$ cat src/rtl/hci_ecc_err_collector_pkg.sv
// Shared definitions for the HCI ECC error collector.
// Contents:
//   hci_ecc_err_reg_e  - register word indices of the configuration port
//   STATUS_*_BIT       - bit positions inside the STATUS register
//   DEFAULT_ECC_CNTW   - default counter width
package hci_ecc_err_collector_pkg;

  typedef enum logic [2:0] {
    HCI_ECC_REG_DCORR   = 3'd0,
    HCI_ECC_REG_DUNCORR = 3'd1,
    HCI_ECC_REG_MCORR   = 3'd2,
    HCI_ECC_REG_MUNCORR = 3'd3,
    HCI_ECC_REG_THRESH  = 3'd4,
    HCI_ECC_REG_STATUS  = 3'd5,
    HCI_ECC_REG_ERRADDR = 3'd6,
    HCI_ECC_REG_RSVD    = 3'd7
  } hci_ecc_err_reg_e;

  localparam int unsigned STATUS_THR_BIT    = 0;
  localparam int unsigned STATUS_UNCORR_BIT = 1;
  localparam int unsigned STATUS_SAT_BIT    = 2;
  localparam int unsigned STATUS_W          = 3;

  localparam int unsigned DEFAULT_ECC_CNTW = 16;

endpackage

$ cat src/rtl/hci_ecc_sat_counter.sv
// Saturating event counter.
// A register-port clear (clr_i) is applied before the increment of the same cycle, so an
// event coinciding with a clear is never lost. A sum above 2^WIDTH-1 saturates to all-ones.
// Ports:
//   clk_i        clock
//   clear_i      synchronous active-high reset
//   clr_i        software clear of the count
//   inc_valid_i  increment qualifier
//   inc_i        increment amount
//   cnt_o        current count
//   sat_o        pulses in the cycle an increment overflows
module hci_ecc_sat_counter #(
  parameter int unsigned WIDTH = 16,
  parameter int unsigned INCW  = 3
) (
  input  logic             clk_i,
  input  logic             clear_i,
  input  logic             clr_i,
  input  logic             inc_valid_i,
  input  logic [INCW-1:0]  inc_i,
  output logic [WIDTH-1:0] cnt_o,
  output logic             sat_o
);

  // Sum width covers both operands plus a carry bit.
  localparam int unsigned SW = ((INCW > WIDTH) ? INCW : WIDTH) + 1;
  localparam logic [SW-1:0] MaxCnt = (SW'(1) << WIDTH) - SW'(1);

  logic [WIDTH-1:0] r_cnt;
  logic [WIDTH-1:0] w_cnt_d;
  logic [SW-1:0]    w_base;
  logic [SW-1:0]    w_sum;
  logic             w_ovf;

  always_comb begin
    w_base  = clr_i ? '0 : SW'(r_cnt);
    w_sum   = w_base + SW'(inc_i);
    w_ovf   = inc_valid_i && (w_sum > MaxCnt);
    w_cnt_d = w_base[WIDTH-1:0];
    if (inc_valid_i) begin
      w_cnt_d = w_ovf ? '1 : w_sum[WIDTH-1:0];
    end
  end

  always_ff @(posedge clk_i) begin
    if (clear_i) begin
      r_cnt <= '0;
    end else begin
      r_cnt <= w_cnt_d;
    end
  end

  assign cnt_o = r_cnt;
  assign sat_o = w_ovf;

endmodule

$ cat src/rtl/hci_ecc_err_collector.sv
// HCI ECC error collector.
// Accumulates per-transfer error reports from the HCI ECC decoder into four saturating
// counters, keeps sticky STATUS bits, drives a level interrupt and exposes everything through
// a word-addressed req/gnt register port with a registered one-cycle response.
// Optional feature: define HCI_ECC_ERR_ADDR_LOG_EN to log the address of the first
// uncorrectable transfer in ERR_ADDR (index 6); otherwise index 6 reads 0.
// Ports:
//   clk_i / clear_i        clock, synchronous active-high reset
//   evt_valid_i            error inputs qualified this cycle
//   data_single_err_i      corrected data chunks this transfer
//   data_multi_err_i       uncorrectable data chunks this transfer
//   meta_single_err_i      corrected metadata error
//   meta_multi_err_i       uncorrectable metadata error
//   evt_add_i              transfer address
//   cfg_req_i / cfg_gnt_o  register request / grant (always granted)
//   cfg_add_i              register word index
//   cfg_wen_i              1 = read, 0 = write
//   cfg_data_i             write data
//   cfg_r_valid_o          response valid, one cycle after request
//   cfg_r_data_o           read data (0 for writes)
//   irq_o                  level interrupt, OR of STATUS
module hci_ecc_err_collector
  import hci_ecc_err_collector_pkg::*;
#(
  parameter int unsigned N_CHUNK = 4,
  parameter int unsigned CNTW    = DEFAULT_ECC_CNTW,
  parameter int unsigned AW      = 32,
  localparam int unsigned MAX_ERR = $clog2(N_CHUNK) + 1
) (
  input  logic               clk_i,
  input  logic               clear_i,
  input  logic               evt_valid_i,
  input  logic [MAX_ERR-1:0] data_single_err_i,
  input  logic [MAX_ERR-1:0] data_multi_err_i,
  input  logic               meta_single_err_i,
  input  logic               meta_multi_err_i,
  input  logic [AW-1:0]      evt_add_i,
  input  logic               cfg_req_i,
  output logic               cfg_gnt_o,
  input  logic [2:0]         cfg_add_i,
  input  logic               cfg_wen_i,
  input  logic [31:0]        cfg_data_i,
  output logic               cfg_r_valid_o,
  output logic [31:0]        cfg_r_data_o,
  output logic               irq_o
);

  localparam int unsigned TW = ((MAX_ERR > CNTW) ? MAX_ERR : CNTW) + 1;

  hci_ecc_err_reg_e w_reg;
  logic             w_wr;
  logic             w_rd;
  logic [3:0]       w_cnt_clr;
  logic [3:0]       w_cnt_sat;
  logic [CNTW-1:0]  w_dcorr;
  logic [CNTW-1:0]  w_duncorr;
  logic [CNTW-1:0]  w_mcorr;
  logic [CNTW-1:0]  w_muncorr;
  logic [TW-1:0]    w_thr_sum;
  logic             w_thr_hit;
  logic             w_wr_status;
  logic [STATUS_W-1:0] w_status_set;
  logic [STATUS_W-1:0] w_status_d;
  logic [31:0]      w_rd_data;
  logic [31:0]      w_err_addr_rd;
  logic             w_unused;

  logic [CNTW-1:0]     r_thresh;
  logic [STATUS_W-1:0] r_status;
  logic                r_irq;
  logic                r_valid;
  logic [31:0]         r_data;

  assign cfg_gnt_o   = 1'b1;
  assign w_reg       = hci_ecc_err_reg_e'(cfg_add_i);
  assign w_wr        = cfg_req_i && !cfg_wen_i;
  assign w_rd        = cfg_req_i && cfg_wen_i;
  assign w_wr_status = w_wr && (w_reg == HCI_ECC_REG_STATUS);

  // Any write to a counter index clears that counter.
  always_comb begin
    w_cnt_clr = '0;
    if (w_wr && !cfg_add_i[2]) begin
      w_cnt_clr[cfg_add_i[1:0]] = 1'b1;
    end
  end

  hci_ecc_sat_counter #(
    .WIDTH (CNTW),
    .INCW  (MAX_ERR)
  ) u_cnt_dcorr (
    .clk_i       (clk_i),
    .clear_i     (clear_i),
    .clr_i       (w_cnt_clr[0]),
    .inc_valid_i (evt_valid_i),
    .inc_i       (data_single_err_i),
    .cnt_o       (w_dcorr),
    .sat_o       (w_cnt_sat[0])
  );

  hci_ecc_sat_counter #(
    .WIDTH (CNTW),
    .INCW  (MAX_ERR)
  ) u_cnt_duncorr (
    .clk_i       (clk_i),
    .clear_i     (clear_i),
    .clr_i       (w_cnt_clr[1]),
    .inc_valid_i (evt_valid_i),
    .inc_i       (data_multi_err_i),
    .cnt_o       (w_duncorr),
    .sat_o       (w_cnt_sat[1])
  );

  hci_ecc_sat_counter #(
    .WIDTH (CNTW),
    .INCW  (1)
  ) u_cnt_mcorr (
    .clk_i       (clk_i),
    .clear_i     (clear_i),
    .clr_i       (w_cnt_clr[2]),
    .inc_valid_i (evt_valid_i),
    .inc_i       (meta_single_err_i),
    .cnt_o       (w_mcorr),
    .sat_o       (w_cnt_sat[2])
  );

  hci_ecc_sat_counter #(
    .WIDTH (CNTW),
    .INCW  (1)
  ) u_cnt_muncorr (
    .clk_i       (clk_i),
    .clear_i     (clear_i),
    .clr_i       (w_cnt_clr[3]),
    .inc_valid_i (evt_valid_i),
    .inc_i       (meta_multi_err_i),
    .cnt_o       (w_muncorr),
    .sat_o       (w_cnt_sat[3])
  );

  // Since THRESH never exceeds the saturation value, comparing the unsaturated sum is
  // equivalent to comparing DCORR's saturated next value.
  always_comb begin
    w_thr_sum = (w_cnt_clr[0] ? '0 : TW'(w_dcorr)) + TW'(data_single_err_i);
    w_thr_hit = evt_valid_i && (|r_thresh) && (w_thr_sum >= TW'(r_thresh));
  end

  // Set has priority over write-1-to-clear.
  always_comb begin
    w_status_set                    = '0;
    w_status_set[STATUS_THR_BIT]    = w_thr_hit;
    w_status_set[STATUS_UNCORR_BIT] = evt_valid_i && ((|data_multi_err_i) || meta_multi_err_i);
    w_status_set[STATUS_SAT_BIT]    = |w_cnt_sat;
    w_status_d = r_status;
    if (w_wr_status) begin
      w_status_d = r_status & ~cfg_data_i[STATUS_W-1:0];
    end
    w_status_d = w_status_d | w_status_set;
  end

`ifdef HCI_ECC_ERR_ADDR_LOG_EN
  logic [AW-1:0] r_err_addr;
  logic          w_addr_cap;

  // Capture only while UNCORR is clear, or when software clears it in the same cycle.
  assign w_addr_cap = w_status_set[STATUS_UNCORR_BIT] &&
                      (!r_status[STATUS_UNCORR_BIT] ||
                       (w_wr_status && cfg_data_i[STATUS_UNCORR_BIT]));

  always_ff @(posedge clk_i) begin
    if (clear_i) begin
      r_err_addr <= '0;
    end else if (w_addr_cap) begin
      r_err_addr <= evt_add_i;
    end
  end

  assign w_err_addr_rd = 32'(r_err_addr);
  assign w_unused      = ^cfg_data_i;
`else
  assign w_err_addr_rd = '0;
  assign w_unused      = ^{cfg_data_i, evt_add_i};
`endif

  always_comb begin
    w_rd_data = '0;
    unique case (w_reg)
      HCI_ECC_REG_DCORR:   w_rd_data = 32'(w_dcorr);
      HCI_ECC_REG_DUNCORR: w_rd_data = 32'(w_duncorr);
      HCI_ECC_REG_MCORR:   w_rd_data = 32'(w_mcorr);
      HCI_ECC_REG_MUNCORR: w_rd_data = 32'(w_muncorr);
      HCI_ECC_REG_THRESH:  w_rd_data = 32'(r_thresh);
      HCI_ECC_REG_STATUS:  w_rd_data = 32'(r_status);
      HCI_ECC_REG_ERRADDR: w_rd_data = w_err_addr_rd;
      HCI_ECC_REG_RSVD:    w_rd_data = '0;
      default:             w_rd_data = '0;
    endcase
  end

  always_ff @(posedge clk_i) begin
    if (clear_i) begin
      r_thresh <= '0;
      r_status <= '0;
      r_irq    <= 1'b0;
      r_valid  <= 1'b0;
      r_data   <= '0;
    end else begin
      if (w_wr && (w_reg == HCI_ECC_REG_THRESH)) begin
        r_thresh <= cfg_data_i[CNTW-1:0];
      end
      r_status <= w_status_d;
      r_irq    <= |w_status_d;
      r_valid  <= cfg_req_i;
      r_data   <= w_rd ? w_rd_data : '0;
    end
  end

  assign cfg_r_valid_o = r_valid;
  assign cfg_r_data_o  = r_data;
  assign irq_o         = r_irq;

endmodule
$ cat config.mk
export PLATFORM = sky130hd
export DESIGN_NAME = hci_ecc_err_collector
export DESIGN_NICKNAME = d
export VERILOG_FILES = /design/src/rtl/hci_ecc_err_collector_pkg.sv /design/src/rtl/hci_ecc_sat_counter.sv /design/src/rtl/hci_ecc_err_collector.sv
export SDC_FILE = /design/constraint.sdc
export NUM_CORES = 1
export LEC_CHECK = 0
export ABC_AREA = 1
export CAP_MARGIN = 10
export CORE_MARGIN = 1.5
export CORE_UTILIZATION = 58
export CTS_CLUSTER_DIAMETER = 40
export CTS_CLUSTER_SIZE = 24
export DETAILED_ROUTE_END_ITERATION = 6
export PLACE_DENSITY = 0.87
export SLEW_MARGIN = 15
export SYNTH_ARGS = -nofsm -noshare
export SYNTH_HDL_FRONTEND = slang
export SYNTH_SLANG_ARGS = --single-unit
$ cat constraint.sdc
create_clock -name clk_i -period 8.8 [get_ports clk_i]
set_input_delay 2.64 -clock clk_i [delete_from_list [all_inputs] [get_ports clk_i]]
set_output_delay 2.64 -clock clk_i [all_outputs]
set_load 0.02 [all_outputs]
== Word-level counts from Yosys, hierarchy flattened ==
Index checks and enable logic that the tools add are counted.
Widths: inputs -> output; s select.
Storage, ports and cells
  register bits: 117
  input port bits: 80
  output and inout bits: 35
Operators by class
  $add $sub $neg: 4
  order comparisons: 7
  equality and inequality tests: 7
  mux-type cells: 17
  bitwise logic cells: 4
  reduce and logical (&&, ||, !) cells: 23
Operators with widths (count)
  $pmux 32 s7: 1
  $mux 16: 12
  $gt 17x16->1 const B: 4
  $add 17x1->17: 2
  $add 16x3->17: 1
  $add 17x3->17: 1
  $ge 17x16->1: 1
  $reduce_or 16->1: 1
  $logic_and 1x1->1: 13
  $eq 3x3->1 const B: 4
  $eq 3x2->1 const B: 2
  $reduce_or 3->1: 2
  $mux 4: 1
  $reduce_or 2->1: 2
  $reduce_or 4->1: 1
  $and 3x3->3: 1
  $eq 3x1->1 const B: 1
  $logic_not 3->1: 1
  $lt 2x3->1 const B: 1
  $mux 3: 1
  $not 3->3: 1
  $or 3x3->3: 1
  $demux 1 s2: 1
  $ge 2x1->1 const B: 1
  other kinds (4): 5

== Depth between registers and ports, before layout ==
Gate-level depths: netlist of run 1.
  word-level depth: 12
  mapped depth: 32
  mapped depth without buffers: 32

== Modules after synthesis ==
From an unflattened synthesis of run 1, not the netlist that was laid out.
Unflattened totals
  cell total of the unflattened synthesis: 1159
  area total of the unflattened synthesis: 7792.5 um^2
Modules (own cells, without submodules)
  hci_ecc_err_collector: times used 1, cells an instance 393, area an instance 2785.2 um^2, seq. area each 740.7 um^2
  hci_ecc_sat_counter (u_cnt_dcorr ...): times used 2, cells an instance 203, area an instance 1350.0 um^2, seq. area each 320.3 um^2
  hci_ecc_sat_counter (u_cnt_mcorr ...): times used 2, cells an instance 180, area an instance 1153.6 um^2, seq. area each 320.3 um^2

== Worst setup path before layout of run 1 ==
OpenSTA, ideal clock, no wires.
  path type: input to register
  from: input cfg_add_i[1]
  to: register r_irq (netlist: irq_o)
  setup time: 115 ps
  arrival: 5433 ps
  path slack: 3252 ps
  stages: 30
  buffers on the path: 0
  cell sequence: inv_2 -> nand2_2 -> nor2_2 -> nand2_2 -> nand2_1 -> inv_1 -> ha_1 -> inv_1 -> fa_1 -> nor2_1 -> nor2_1 -> nor2_2 -> nand2_2 -> nor3_4 -> nand2_2 -> xor2_1 -> inv_1 -> ha_1 -> a21oi_1 -> nor3_1 -> nor3_1 -> nand2_1 -> nand2_1 -> nand2_1 -> nand2_1 -> nand3_1 -> nand2_1 -> nand2_1 -> nand2_1 -> nand2_1
Between the ends
  word-level cells in the longest chain between the ends: 12
Ends and longest elaborated chain
  start: declaration: line hci_ecc_err_collector.sv:40  | input logic [2:0] cfg_add_i,
  $lt 2x3->1 (implied by the code) / $ge 2x1->1 (equally long branches): line hci_ecc_err_collector.sv:84  | w_cnt_clr[cfg_add_i[1:0]] = 1'b1;
  $logic_and 1x1->1 (implied by the code): line hci_ecc_err_collector.sv:84
  $mux 1 (implied by the code): line hci_ecc_err_collector.sv:84
  $demux 1 s2: line hci_ecc_err_collector.sv:84
  $mux 4: line hci_ecc_err_collector.sv:83  | if (w_wr && !cfg_add_i[2]) begin
  $mux 16 (on tied branches): line hci_ecc_sat_counter.sv:36, hci_ecc_err_collector.sv:143
  $add 17x3->17, or another cell as far along: line hci_ecc_sat_counter.sv:37  | w_sum = w_base + SW'(inc_i);
  $gt 17x16->1: line hci_ecc_sat_counter.sv:38  | w_ovf = inc_valid_i && (w_sum > MaxCnt);
  $logic_and 1x1->1: line hci_ecc_sat_counter.sv:38
  $reduce_or 4->1: line hci_ecc_err_collector.sv:152  | w_status_set[STATUS_SAT_BIT] = |w_cnt_sat;
  $or 3x3->3 *: line hci_ecc_err_collector.sv:157  | w_status_d = w_status_d | w_status_set;
  $reduce_or 3->1 *: line hci_ecc_err_collector.sv:211  | r_irq <= |w_status_d;
  end signal: assignment: line hci_ecc_err_collector.sv:211
  end: declaration: line hci_ecc_err_collector.sv:70  | logic r_irq;
Mark *: on every way between the ends. The rest lies on a longest branch, timed or not.
A chain may end at the register's enable or synchronous reset.

== Worst setup path in the final report of run 1 ==
  from: input cfg_add_i[0]
  to: register r_irq (netlist: irq_o)
Same word-level chain as after synthesis.

==> results_dict.tcl, run 1 <==
set metrics [dict create \
    async_flop_share_pct 0 \
    syn_area_mm2 0.00630 \
    avgRoutedWirePerCell_um 15.1 \
    ys_types 44 \
    layout.cells.non_filler 1091 \
    syn_to_final_growth_pct 10.5 \
    cts-buffers-inserted 9 \
    grt_usage_pct 29.7 \
    grt_pass1_vias 5462 \
    clk_pin_slew_ns 0.09 \
    period_needed_ns 6.43 \
    ff2ff_path_depth 26 \
    min_to "u_cnt_duncorr.cnt_o[14]$_SDFF_PP0_" \
    timing.final.crit_share_pct 73.1 \
    clkSinkCount 101 \
    gr-usage-met1_pct 40.8 \
    vias 6147 \
    reg2reg_to "irq_o$_SDFF_PP0_" \
    grt_remaining_overflow 0 \
    cts-root-buf "clkbuf_8" \
    initial_core_util_pct 60.5 \
    antennaDiodeCount 0 \
    power-per-cell-area_mw_per_mm2 137 \
    crit_fanout 8 \
    dp.cells 1075 \
    place_congestion 0.913 \
    drive_gt1_share_pct 8.27 \
    avgSynthCellArea_um2 6.85 \
    ctsHoldBuffers 0 \
    grtUsageMet2_pct 47.7 \
    leakage_nw 2.97 \
    avgViaCountPerCell 5.63 \
    postCtsSetupRepairBufs 0 \
    cap_violations 0 \
    portBuffers 49 \
    drt_pass1_iterations 5 \
    drt_first_iter_violations 586 \
    cp_slowest_cell "clkdlybuf4s50_1" \
    worst_pin_slew_ns 1.05 \
    h-tree-depth 3 \
    hold_viol 0 \
    ys_seq_area_share_pct 32.1 \
    ant_nets 0 \
    cpMostUsedCell "nand2_1" \
    grt_setup_unrepaired "false" \
    criticalPathCategory "input port to register" \
    insertion_delay_ns 0.39 \
    end_kind "register" \
    crit_path_start_kind "input port" \
    post-route-drc-count 0 \
    grt-busiest-layer "met2" \
    cp.arrival_ns 6.70 \
    fin_tns_setup_ns 0 \
    finalSetupViolCount 0 \
    coreArea_mm2 0.0104 \
    fp.dieH_um 107 \
    hp-class "register to register" \
    reg2reg_slack_ns 5.30 \
    vdd_ir_drop_max_mv 0.0762 \
    min_delay_path_depth 2 \
    cp_num_cells 31 \
    grt_pass1_wl_um 26800 \
    status "finished clean" \
    synthCells 919 \
    pin_count 115 \
    rows 37 \
    synthFlopType "dfxtp_1" \
    cts.repair.resized 0 \
    fin_skew_ns 0.0189 \
    cpPeakStageDelay_ns 0.59 \
    utilization_pct 66.8 \
    fin_nets 1058 \
    hp-start "u_cnt_duncorr.cnt_o[14]$_SDFF_PP0_" \
    routed_wl_um 16500 \
    synth-seq-cells 101 \
    cp_data_required_time_ns 9.07 \
    cp_num_buf_inv 5 \
    rr_startpoint "u_cnt_dcorr.cnt_o[0]$_SDFF_PP0_" \
    cts_tree "built" \
    slew_headroom_pct 29.9 \
    yosys_warnings 0 \
    antenna_found_initial 0 \
    maxClockFrequency_mhz 156 \
    clock_path_buffers 2 \
    fillers 943 \
    drv_slew 0 \
    grt_max_degree 54 \
    die_width_um 107 \
    post-dp-hpwl_um 12000 \
    dieArea_mm2 0.0115 \
    crit_family "simple AND/OR/NAND/NOR gates" \
    synth_edf_count 0 \
    use_met3_pct 3.59 \
]
## flip-flops by register name (all words and copies together) (netlist names)
signal and cells:
cfg_r_data_o 16, cfg_r_valid_o 1, irq_o 1, r_status 3
r_thresh 16, u_cnt_dcorr.cnt_o 16, u_cnt_duncorr.cnt_o 16, u_cnt_mcorr.cnt_o 16
u_cnt_muncorr.cnt_o 16
## layout make-up
class / count / area (um2) / area share, %
Clock buffer: 10 / 128 / 1.83
Inverter: 154 / 578 / 8.30
Tap cell: 136 / 170 / 2.44
Clock inverter: 6 / 62.6 / 0.899
Timing Repair Buffer: 53 / 515 / 7.41
Multi-Input combinational cell: 631 / 3480 / 50.1
Sequential cell: 101 / 2020 / 29.0
## Yosys cell counts (9+ instances only)
cell	n	area share, %
ha_1	26	5.2
nand3_1	37	2.9
nand4_1	13	1.3
nand2_1	138	8.2
a221oi_1	16	2.2
nor3_1	9	0.72
a21oi_1	85	6.8
nor2_2	18	1.8
xor2_1	20	2.8
nor2_1	99	5.9
o21ai_0	65	5.2
xnor2_1	11	1.5
inv_1	136	8.1
o22ai_1	14	1.4
buf_4	19	2.3
dfxtp_1	101	32
inv_2	16	0.95
clkbuf_1	21	1.3
## logic make-up after synthesis
family,count (synthesis),synth area share (%)
xor+xnor,32,4.57
other cells,2,0.119
flops,101,32.1
buf+inv,202,13.5
compound gates,205,18.2
fa+ha+maj,28,5.80
simple gates,349,25.7
## power breakdown
group / switching, mW / internal [mW] / total [mW]
registers: 0.0107 / 0.474 / 0.484
logic: 0.104 / 0.0601 / 0.164
clock network: 0.172 / 0.132 / 0.304
total: 0.287 / 0.666 / 0.953
## worst min-delay path: cells and delay by family (launching register included)
kind / cells / cell delay (ns)
AND/OR/NAND/NOR: 1 / 0.09
flip-flops: 1 / 0.34
AO/OA/AOI/OAI: 1 / 0.05
## worst max-delay path by stage
stage                  from               end
6_report       cfg_add_i[0]  irq_o$_SDFF_PP0_
5_1_grt        cfg_add_i[0]  irq_o$_SDFF_PP0_
3_3_place_gp   cfg_add_i[0]  irq_o$_SDFF_PP0_
2_1_floorplan  cfg_add_i[1]  irq_o$_SDFF_PP0_
3_5_place_dp   cfg_add_i[1]  irq_o$_SDFF_PP0_
4_1_cts        cfg_add_i[0]  irq_o$_SDFF_PP0_
## routing by layer
layer	part of all wire, %	up-vias
met4	2.7	0
met5	0	-
met1	42	2755
met2	46	308
li1	-	3045
met3	8.7	39
## through the flow
stage / setup WS (ns) / total power [mW] / hold slack (ns) / cell area (um2)
global placement: 2.15 / 0.650 / 0.503 / 6770
global route: 1.91 / 0.994 / 0.549 / 6960
CTS: 2.40 / 0.953 / 0.524 / 6960
floorplan: 3.25 / 0.612 / 0.461 / 6350
finish: 2.37 / 0.953 / 0.525 / 6960
detailed placement: 2.02 / 0.656 / 0.510 / 6770
## placed cells by master (no fill, tap or decap), types with 6 or more instances in the layout
master           count
o21ai_1              8
xnor2_1             11
nand2_2              7
a221oi_1            16
a31oi_1              6
conb_1              17
nand3_1             37
o21ai_0             65
ha_1                26
inv_1              136
a21oi_1             85
dfxtp_1            101
nand4_1             13
xor2_1              20
inv_2               16
clkbuf_8             9
nor2_2              18
clkdlybuf4s50_1     48
nand2_1            138
o22ai_1             14
nor2_1              99
nor3_1               9
nor4_1               6
Note: power is estimated with default switching activity, not from simulation.
==> inputs of run 2 (changes only) <==
Settings changed: CORE_UTILIZATION 58 to 53, PLACE_DENSITY 0.87 to 0.81.
Clock period 8.8 ns to 6.15 ns, I/O delays scaled along.
==> run 2 against run 1 <==
Against the previous run: the run now ends with DRC left; critical path depth unchanged; hold slack got worse by 0.0033 ns; clock-buffer cell count increased by 1; sequential cell count unchanged; core utilization decreased by 4.4 points; final cell count increased by 1.2%; die area increased by 9.2%; largest power group is now clock; non-clock buffer count increased by 7; global-route usage decreased by 2.0 points; register-to-register slack got worse by 2.6 ns.
==> results_dict.tcl, run 2 (same netlist as run 1, synthesis figures left out) <==
set metrics [dict create \
    reg2reg_slack_ns 2.69 \
    end_kind "register" \
    antennaDiodeCount 0 \
    routed_wl_um 17100 \
    power-per-cell-area_mw_per_mm2 227 \
    grt-busiest-layer "met2" \
    cts_tree "built" \
    portBuffers 49 \
    syn_to_final_growth_pct 14.2 \
    avgRoutedWirePerCell_um 15.5 \
    hp-class "register to register" \
    place_congestion 0.897 \
    post-route-drc-count 9 \
    dpl_cell_area_mm2 0.00683 \
    cts.repair.resized 0 \
    cp.arrival_ns 5.88 \
    clk_pin_slew_ns 0.07 \
    drive_gt1_share_pct 8.84 \
    clock_path_buffers 2 \
    grt_usage_pct 27.7 \
    cts-root-buf "clkbuf_16" \
    hp-start "r_thresh[5]$_SDFFE_PP0P_" \
    clkSinkCount 101 \
    crit_fanout 8 \
    maxClockFrequency_mhz 177 \
    power.total_mw 1.63 \
    dieArea_mm2 0.0125 \
    pin_count 115 \
    ant_nets 0 \
    violations "DRC" \
    grt_max_degree 33 \
    post-place-ws_ns 0.191 \
    rr_startpoint "u_cnt_dcorr.cnt_o[0]$_SDFF_PP0_" \
    grt_pass1_vias 5514 \
    gr-usage-met1_pct 36.4 \
    hold-worst-slack_ns 0.522 \
    criticalPathCategory "input port to register" \
    die_width_um 112 \
    initial_core_util_pct 54.7 \
    crit_start "cfg_add_i[0]" \
    vdd_ir_drop_max_mv 0.134 \
    status "finished, violations left" \
    fin_tns_setup_ns 0 \
    layout.cells.non_filler 1104 \
    cpMostUsedCell "nand2_1" \
    postCtsSetupRepairBufs 0 \
    period_needed_ns 5.64 \
    worst_pin_slew_ns 0.764 \
    final_cell_mix "nand2_1 (138), inv_1 (136), dfxtp_1 (101), nor2_1 (99), a21oi_1 (85)" \
    layout_commonest_cell "nand2_1" \
    grt_pass1_wl_um 27600 \
    crit_path_start_kind "input port" \
    cp_data_required_time_ns 6.38 \
    cpPeakStageDelay_ns 0.59 \
    cap_violations 0 \
    fin_nets 1065 \
    insertion_delay_ns 0.35 \
    worst_slack_ns 0.507 \
    post-dp-hpwl_um 12200 \
    grt_setup_unrepaired "false" \
    vias 6190 \
    drv_slew 0 \
    coreArea_mm2 0.0115 \
    ctsHoldBuffers 0 \
    stdcell_area_mm2 0.00719 \
    h-tree-depth 3 \
    grt_remaining_overflow 0 \
    fin_skew_ns 0.0107 \
    finalSetupViolCount 0 \
    drt_pass1_iterations 7 \
    dp.cells 1089 \
    utilization_pct 62.5 \
    slew_headroom_pct 48.8 \
    drt_first_iter_violations 794 \
    antenna_found_initial 0 \
    cts-buffers-inserted 9 \
    use_met3_pct 5.44 \
    avgViaCountPerCell 5.61 \
    timing.final.crit_share_pct 91.7 \
    fp.dieH_um 112 \
    leakage_nw 3.08 \
    cp_slowest_cell "clkdlybuf4s50_1" \
    rows 39 \
    grtUsageMet2_pct 44.2 \
    hold_viol 0 \
]
[run 2: changes by cell type in the layout (fill, tap and decap cells not counted)]
| cell | change |
|---|---|
| bufinv_16 | +3 |
| clkbuf_16 | +9 |
| clkbuf_8 | -8 |
| inv_6 | -1 |
| clkinv_4 | -1 |
| buf_4 | +7 |
| clkinv_2 | -3 |
[run 2: worst max-delay path: cells and delay by family]
kind	cells	cell delay [ns]
XOR/XNOR	1	0.19
adder cells (fa/ha/maj)	3	0.84
AND/OR/NAND/NOR	21	1.95
AO/OA/AOI/OAI	1	0.15
buffers and inverters	5	0.88
[run 2: path summary, 6_finish.rpt]
kind,end,depth (start not counted)
setup / recovery,irq_o$_SDFF_PP0_,31
hold / removal,r_thresh[5]$_SDFFE_PP0P_,2
setup reg to reg,irq_o$_SDFF_PP0_,26
hold reg to reg,r_thresh[5]$_SDFFE_PP0P_,2
[run 2: cell type report]
type / instances / area, um2
fill: 1028 / 4320
multi-input combinational: 631 / 3480
sequential: 101 / 2020
inverter: 154 / 578
timing repair buffer: 60 / 568
clock buffer: 11 / 243
tap: 143 / 179
clock inverter: 4 / 120
[run 2: layer usage]
layer,share of wire [%],vias to the layer above
met1,43,2808
met2,45,298
met3,8.6,48
met4,3.7,0
met5,0,-
li1,-,3036
[run 2: power by group]
part	switching [mW]	internal (mW)	total (mW)	leakage, nW
clock	0.252	0.448	0.700	0.176
combinational	0.151	0.0878	0.239	2.08
sequential	0.0155	0.678	0.693	0.823
==> RTL change 1: new RTL, flow settings as in run 2 <==
Set the package constant `STATUS_W` to 6 (it was 3).
--- a/src/rtl/hci_ecc_err_collector_pkg.sv
+++ b/src/rtl/hci_ecc_err_collector_pkg.sv
@@ -21,3 +21,3 @@
   localparam int unsigned STATUS_SAT_BIT    = 2;
-  localparam int unsigned STATUS_W          = 3;
+  localparam int unsigned STATUS_W          = 6;
 
Formal check against the unedited RTL: no difference found for any inputs over 4 cycles, from zero or initial values; that may be too few to reach the edited logic, so the function may still have changed.
==> RTL change 1 against run 2 <==
Total power rose by 0.46%. Sequential share of layout area fell by 0.12 points. Critical endpoint unchanged. Synthesized area rose by 4.5%. Worst setup slack got worse by 0.050 ns. Wire length rose by 4.1%. Largest cell class unchanged. Sequential cell count rose by 3. Count of clock-buffer cells in the layout fell by 2. Critical path depth fell by 2. Final area rose by 3.4%.
==> RTL change 1: results (changes against run 2) <==
M1 WL: 7770 um (+6.7%)
Total Routed Length: 17800 um (+4.1%)
Max Clock Skew: 0.00868 ns (-0.00203 ns)
hold crit path type: reg -> reg
Seq/Total Area, Yosys: 31.7% (-0.46 points)
Arr. time, crit path: 5.98 ns (+0.10 ns)
maximum vdd ir drop: 147 uV (+9.4%)
GP Congestion: 0.958 (+6.8%)
Hold WS: 0.483 ns (-0.0387 ns)
first-pass GRT wire length: 29100 um (+5.6%)
Fillers: 1107 (+7.7%)
crit path max-delay cell type: clkdlybuf4s50_1
via count: 6306 (+1.9%)
detailed placement HPWL: 13200 um (+8.4%)
LEAKAGE: 3.10 nW (+0.79%)
CP peak stage delay: 0.57 ns (-0.02 ns)
Starting DRT DRC Count: 509 (-36%)
vias in the first global route: 5852 (+6.1%)
sw power: 495 uW (+18%)
pin count of the biggest net entering global routing: 67 (+100%)
crit share post-route: 92.6% (+0.81 points)
worst-path fanout max: 7 (-1)
Tot GR Track Use: 28.7% (+1.0 points)
Pre-antenna DRT Iters: 5 (-2)
R2R Setup Slk: 2.43 ns (-0.26 ns)
pre-CTS WS: 0.177 ns (-0.0142 ns)
share of layout cells above drive strength 1: 9.43% (+0.59 points)
Post-Syn Instances: 922 (+0.33%)
status: complete, no violations
length of routed met2 wiring: 7950 um (+2.8%)
Net count, final: 1068 (+0.28%)
RR Endpoint: irq_o
Commonest cells post-synth: 133 x inv_1, 112 x nand2_1, 104 x dfxtp_1
Max Used Layer: met4
met3 WL post-DR: 1460 um (-0.34%)
Distinct cells, synth: 43 (-2.3%)
drt wl/cell: 15.7 um (+1.4%)
CTS Buf Count: 9 (unchanged)
Slew HR: 39.7% (-9.1 points)
ranking of synthesized cells by area: dfxtp_1 32%, inv_1 7.6%, o21ai_0 6.9%, nand2_1 6.4%, nor2_1 5.8%
RTL change 1: through the flow:
| step | power (mW) | cell area [um2] |
|---|---|---|
| final | 1.64 | 7440 |
| after global routing | 1.71 | 7440 |
| after CTS | 1.64 | 7440 |
| after detailed placement | 1.05 | 7140 |
| after global placement | 1.04 | 7140 |
| after floorplan | 0.969 | 6630 |
RTL change 1: kinds of logic after synthesis:
| group | Yosys count | share of synthesized area [%] |
|---|---|---|
| AOI/OAI and AO/OA | 223 | 20.1 |
| xor gates and xnor gates | 49 | 6.52 |
| adders and majority gates | 28 | 5.55 |
| buffers and inverters | 196 | 12.9 |
| DFF | 104 | 31.7 |
| other | 2 | 0.114 |
| and+or+nand+nor | 320 | 23.2 |
RTL change 1: how the worst min path moves through the flow:
stage | from | to
after floorplan | r_status[3] | r_status[3]
after global placement | r_status[3] | r_status[3]
after detailed placement | r_status[3] | r_status[3]
after CTS | r_status[3] | r_status[3]
after global routing | r_status[3] | r_status[3]
final | r_status[3] | r_status[3]
RTL change 1: layout make-up:
class,count,area (um2),area share [%]
Sequential cell,104,2080,28.0
Clock inverter,7,78.8,1.06
Inverter,144,541,7.26
Multi-Input combinational cell,637,3710,49.8
Tap cell,168,210,2.82
Timing Repair Buffer,64,598,8.04
Clock buffer,9,225,3.03
RTL change 1: power groups by stage:
stage          sequential (mW)  clock [mW]  combinational [mW]
2_1_floorplan            0.745           0               0.225
3_3_place_gp             0.749           0               0.294
3_5_place_dp             0.749           0               0.302
4_1_cts                  0.734       0.605               0.306
5_1_grt                  0.737       0.628               0.348
6_report                 0.734       0.595               0.310
RTL change 1: worst min-delay path: stages (launching register included):
cell and delay (ns):
dfxtp_1 0.32, nand2_1 0.07, a21oi_1 0.05
RTL change 1: layer usage:
| layer | global-route usage (%) | vias to the layer above |
|---|---|---|
| met2 | 44.4 | 290 |
| met3 | 5.66 | 42 |
| met4 | 12.4 | 0 |
| li1 | - | 3107 |
| met1 | 39.0 | 2867 |
| met5 | 0 | - |
==> RTL change 2: new RTL, config.mk and constraints of run 2 <==
Without the edit above. Add an input register stage for `cfg_req_i`, `cfg_add_i` and `cfg_wen_i`; this delays them by one clock. The other inputs are not delayed to match.
--- a/src/rtl/hci_ecc_err_collector.sv
+++ b/src/rtl/hci_ecc_err_collector.sv
@@ -49,2 +49,12 @@
 
+  logic cfg_req_q;
+  logic [2:0] cfg_add_q;
+  logic cfg_wen_q;
+
+  always_ff @(posedge clk_i) begin
+    cfg_req_q <= cfg_req_i;
+    cfg_add_q <= cfg_add_i;
+    cfg_wen_q <= cfg_wen_i;
+  end
+
   hci_ecc_err_reg_e w_reg;
@@ -74,5 +84,5 @@
   assign cfg_gnt_o   = 1'b1;
-  assign w_reg       = hci_ecc_err_reg_e'(cfg_add_i);
-  assign w_wr        = cfg_req_i && !cfg_wen_i;
-  assign w_rd        = cfg_req_i && cfg_wen_i;
+  assign w_reg       = hci_ecc_err_reg_e'(cfg_add_q);
+  assign w_wr        = cfg_req_q && !cfg_wen_q;
+  assign w_rd        = cfg_req_q && cfg_wen_q;
   assign w_wr_status = w_wr && (w_reg == HCI_ECC_REG_STATUS);
@@ -82,4 +92,4 @@
     w_cnt_clr = '0;
-    if (w_wr && !cfg_add_i[2]) begin
-      w_cnt_clr[cfg_add_i[1:0]] = 1'b1;
+    if (w_wr && !cfg_add_q[2]) begin
+      w_cnt_clr[cfg_add_q[1:0]] = 1'b1;
     end
@@ -211,3 +221,3 @@
       r_irq    <= |w_status_d;
-      r_valid  <= cfg_req_i;
+      r_valid  <= cfg_req_q;
       r_data   <= w_rd ? w_rd_data : '0;
Function: changed (Yosys sat finds a counterexample within 4 cycles, from zero or initial values).
==> RTL change 2 against run 2 <==
Final area is 0.68% higher. Total power is 2.2% lower. Register-to-register slack got worse by 0.97 ns. Via count down 0.78%. Core utilization shrank 0.10 points. Fmax grew 7.7%. Global-route usage fell by 0.93 points. Sequential share of layout area increased by 1.2 points. Clock skew is 0.0026 ns lower. Worst setup slack improved by 0.40 ns. Sequential cell count grew 5. Synthesized area increased by 1.9%. Sequential power grew 4.9%. Wire length shrank 1.0%. Largest cell class unchanged. Highest routed layer unchanged.
==> RTL change 2: results (changes against run 2) <==
status: complete, no violations
ys async rst share: 0% (unchanged)
vias in the first global route: 5575 (+1.1%)
Commonest cells post-synth: 149 x inv_1, 128 x nand2_1, 106 x dfxtp_1
Total Routed Length: 16900 um (-1.0%)
Port Buffers: 49 (unchanged)
sw power: 429 uW (+2.7%)
CTS Buf Count: 9 (unchanged)
via count: 6142 (-0.78%)
Starting DRT DRC Count: 649 (-18%)
Fillers: 1091 (+6.1%)
post-CTS setup buffer count: 0 (unchanged)
ANT cells: 0 (unchanged)
Ys Warns: 0 (unchanged)
Max Clock Skew: 0.00814 ns (-0.00257 ns)
clk slew on worst S/H paths: 0.07 ns (about the same)
Seq/Total Area, Yosys: 33.1% (+0.97 points)
CTS max path bufs: 2 (unchanged)
Distinct cells, synth: 47 (+6.8%)
post-synthesis xor/xnor area fraction: 4.64% (+0.072 points)
GP Congestion: 0.976 (+8.9%)
Net count, final: 1055 (-0.94%)
detailed placement HPWL: 12400 um (+1.5%)
post_cts resized: 0 (unchanged)
post-synthesis adder-cell area fraction: 5.70% (-0.11 points)
pin count of the biggest net entering global routing: 64 (+94%)
Arr. time, crit path: 5.55 ns (-0.33 ns)
Tot GR Track Use: 26.8% (-0.93 points)
Pre-antenna DRT Iters: 5 (-2)
initial antenna violation count: 0 (unchanged)
Synth Area in Compound Gates: 18.9% (+0.68 points)
H-tree lvl count: 3 (unchanged)
Slew @ Worst Pin: 0.913 ns (+0.149 ns)
post-synthesis mux area share: 0% (unchanged)
share of layout cells above drive strength 1: 6.83% (-2.0 points)
first-pass GRT wire length: 26900 um (-2.3%)
ranking of synthesized cells by area: dfxtp_1 33%, inv_1 8.7%, nand2_1 7.5%, o21ai_0 5.8%, a21oi_1 5.7%
hold crit path type: reg -> reg
LEAKAGE: 3.05 nW (-0.94%)
Clk Latency, worst-skew pair: 0.36 ns
Post-synth EDFFs: 0 (unchanged)
clock root cell: clkbuf_16
worst-path fanout max: 4 (-4)
maximum vdd ir drop: 160 uV (+19%)
RTL change 2: cell types whose count changed after synthesis, moves of 10 or more:
cell	delta
inv_2	-11
nor2_1	-11
nand2_1	-10
inv_1	+13
a21oi_1	-12
RTL change 2: stage by stage:
stage / utilization, % / cell area [um2] / cells / setup slack [ns] / hold WS [ns]
after CTS: 62.4 / 7240 / 1095 / 0.946 / 0.474
after global routing: 62.4 / 7240 / 1095 / 0.618 / 0.501
after detailed placement: 59.6 / 6920 / 1079 / 0.618 / 0.450
final: 62.4 / 7240 / 1095 / 0.911 / 0.473
after floorplan: - / 6470 / 933 / 1.62 / 0.437
after global placement: 59.6 / 6920 / 1079 / 0.713 / 0.458
RTL change 2: layer usage:
layer  vias to the layer above  routed length (um)  track usage (%)  share of wire (%)
met5                         -                   0                0                  0
met4                         0                 609             12.9                3.6
met3                        41                1350             6.27                8.0
met2                       258                7720             42.4                 46
met1                      2800                7260             34.5                 43
li1                       3043                   -                -                  -
RTL change 2: power by group through the flow:
stage / Sequential [mW] / Clock, mW / Combinational [mW]
after floorplan: 0.740 / 0 / 0.174
after global placement: 0.741 / 0 / 0.229
after detailed placement: 0.742 / 0 / 0.235
after CTS: 0.726 / 0.634 / 0.236
after global routing: 0.729 / 0.663 / 0.266
final: 0.727 / 0.631 / 0.238
RTL change 2: path summary, 6_finish.rpt:
path | cells after the start | endpoint | startpoint | slack (ns)
setup / recovery | 23 | irq_o | data_single_err_i[0] | 0.91
hold reg to reg | 2 | cfg_r_valid_o | cfg_req_q | 0.47
setup reg to reg | 26 | irq_o | cfg_add_q[0] | 1.72
hold / removal | 2 | cfg_r_valid_o | cfg_req_q | 0.47
RTL change 2: critical path: stages:
cell and delay [ns]:
clkdlybuf4s50_1 0.46, ha_1 0.18, inv_1 0.06, fa_1 0.40, o21ai_0 0.28, nand3_1 0.17
nor2_2 0.18, nand2_1 0.12, nor2_1 0.16, nand3_1 0.12, xor2_1 0.21, inv_1 0.07
ha_1 0.29, inv_1 0.05, nor3_1 0.31, a41oi_1 0.17, nand2_1 0.10, inv_1 0.04
nand2_1 0.05, nand2_1 0.09, nand3_1 0.09, nand2_1 0.05, nand2_1 0.06
RTL change 2: cells by family (layout without fill, tap and decap cells):
kind of cell             count (synthesis)  count (layout)
AO/OA/AOI/OAI                          212             212
XOR/XNOR                                34              34
adder cells (fa/ha/maj)                 28              28
buffers and inverters                  207             226
flip-flops                             106             106
other                                    2              17
AND/OR/NAND/NOR                        329             329
RTL change 2: layout make-up:
type,count,area share [%]
multi-input cells,620,48.3
flip-flops and latches,106,29.3
inverters,156,8.08
repair buffers,54,7.39
clock buffers,11,3.35
well taps,143,2.47
clock inverters,5,1.07
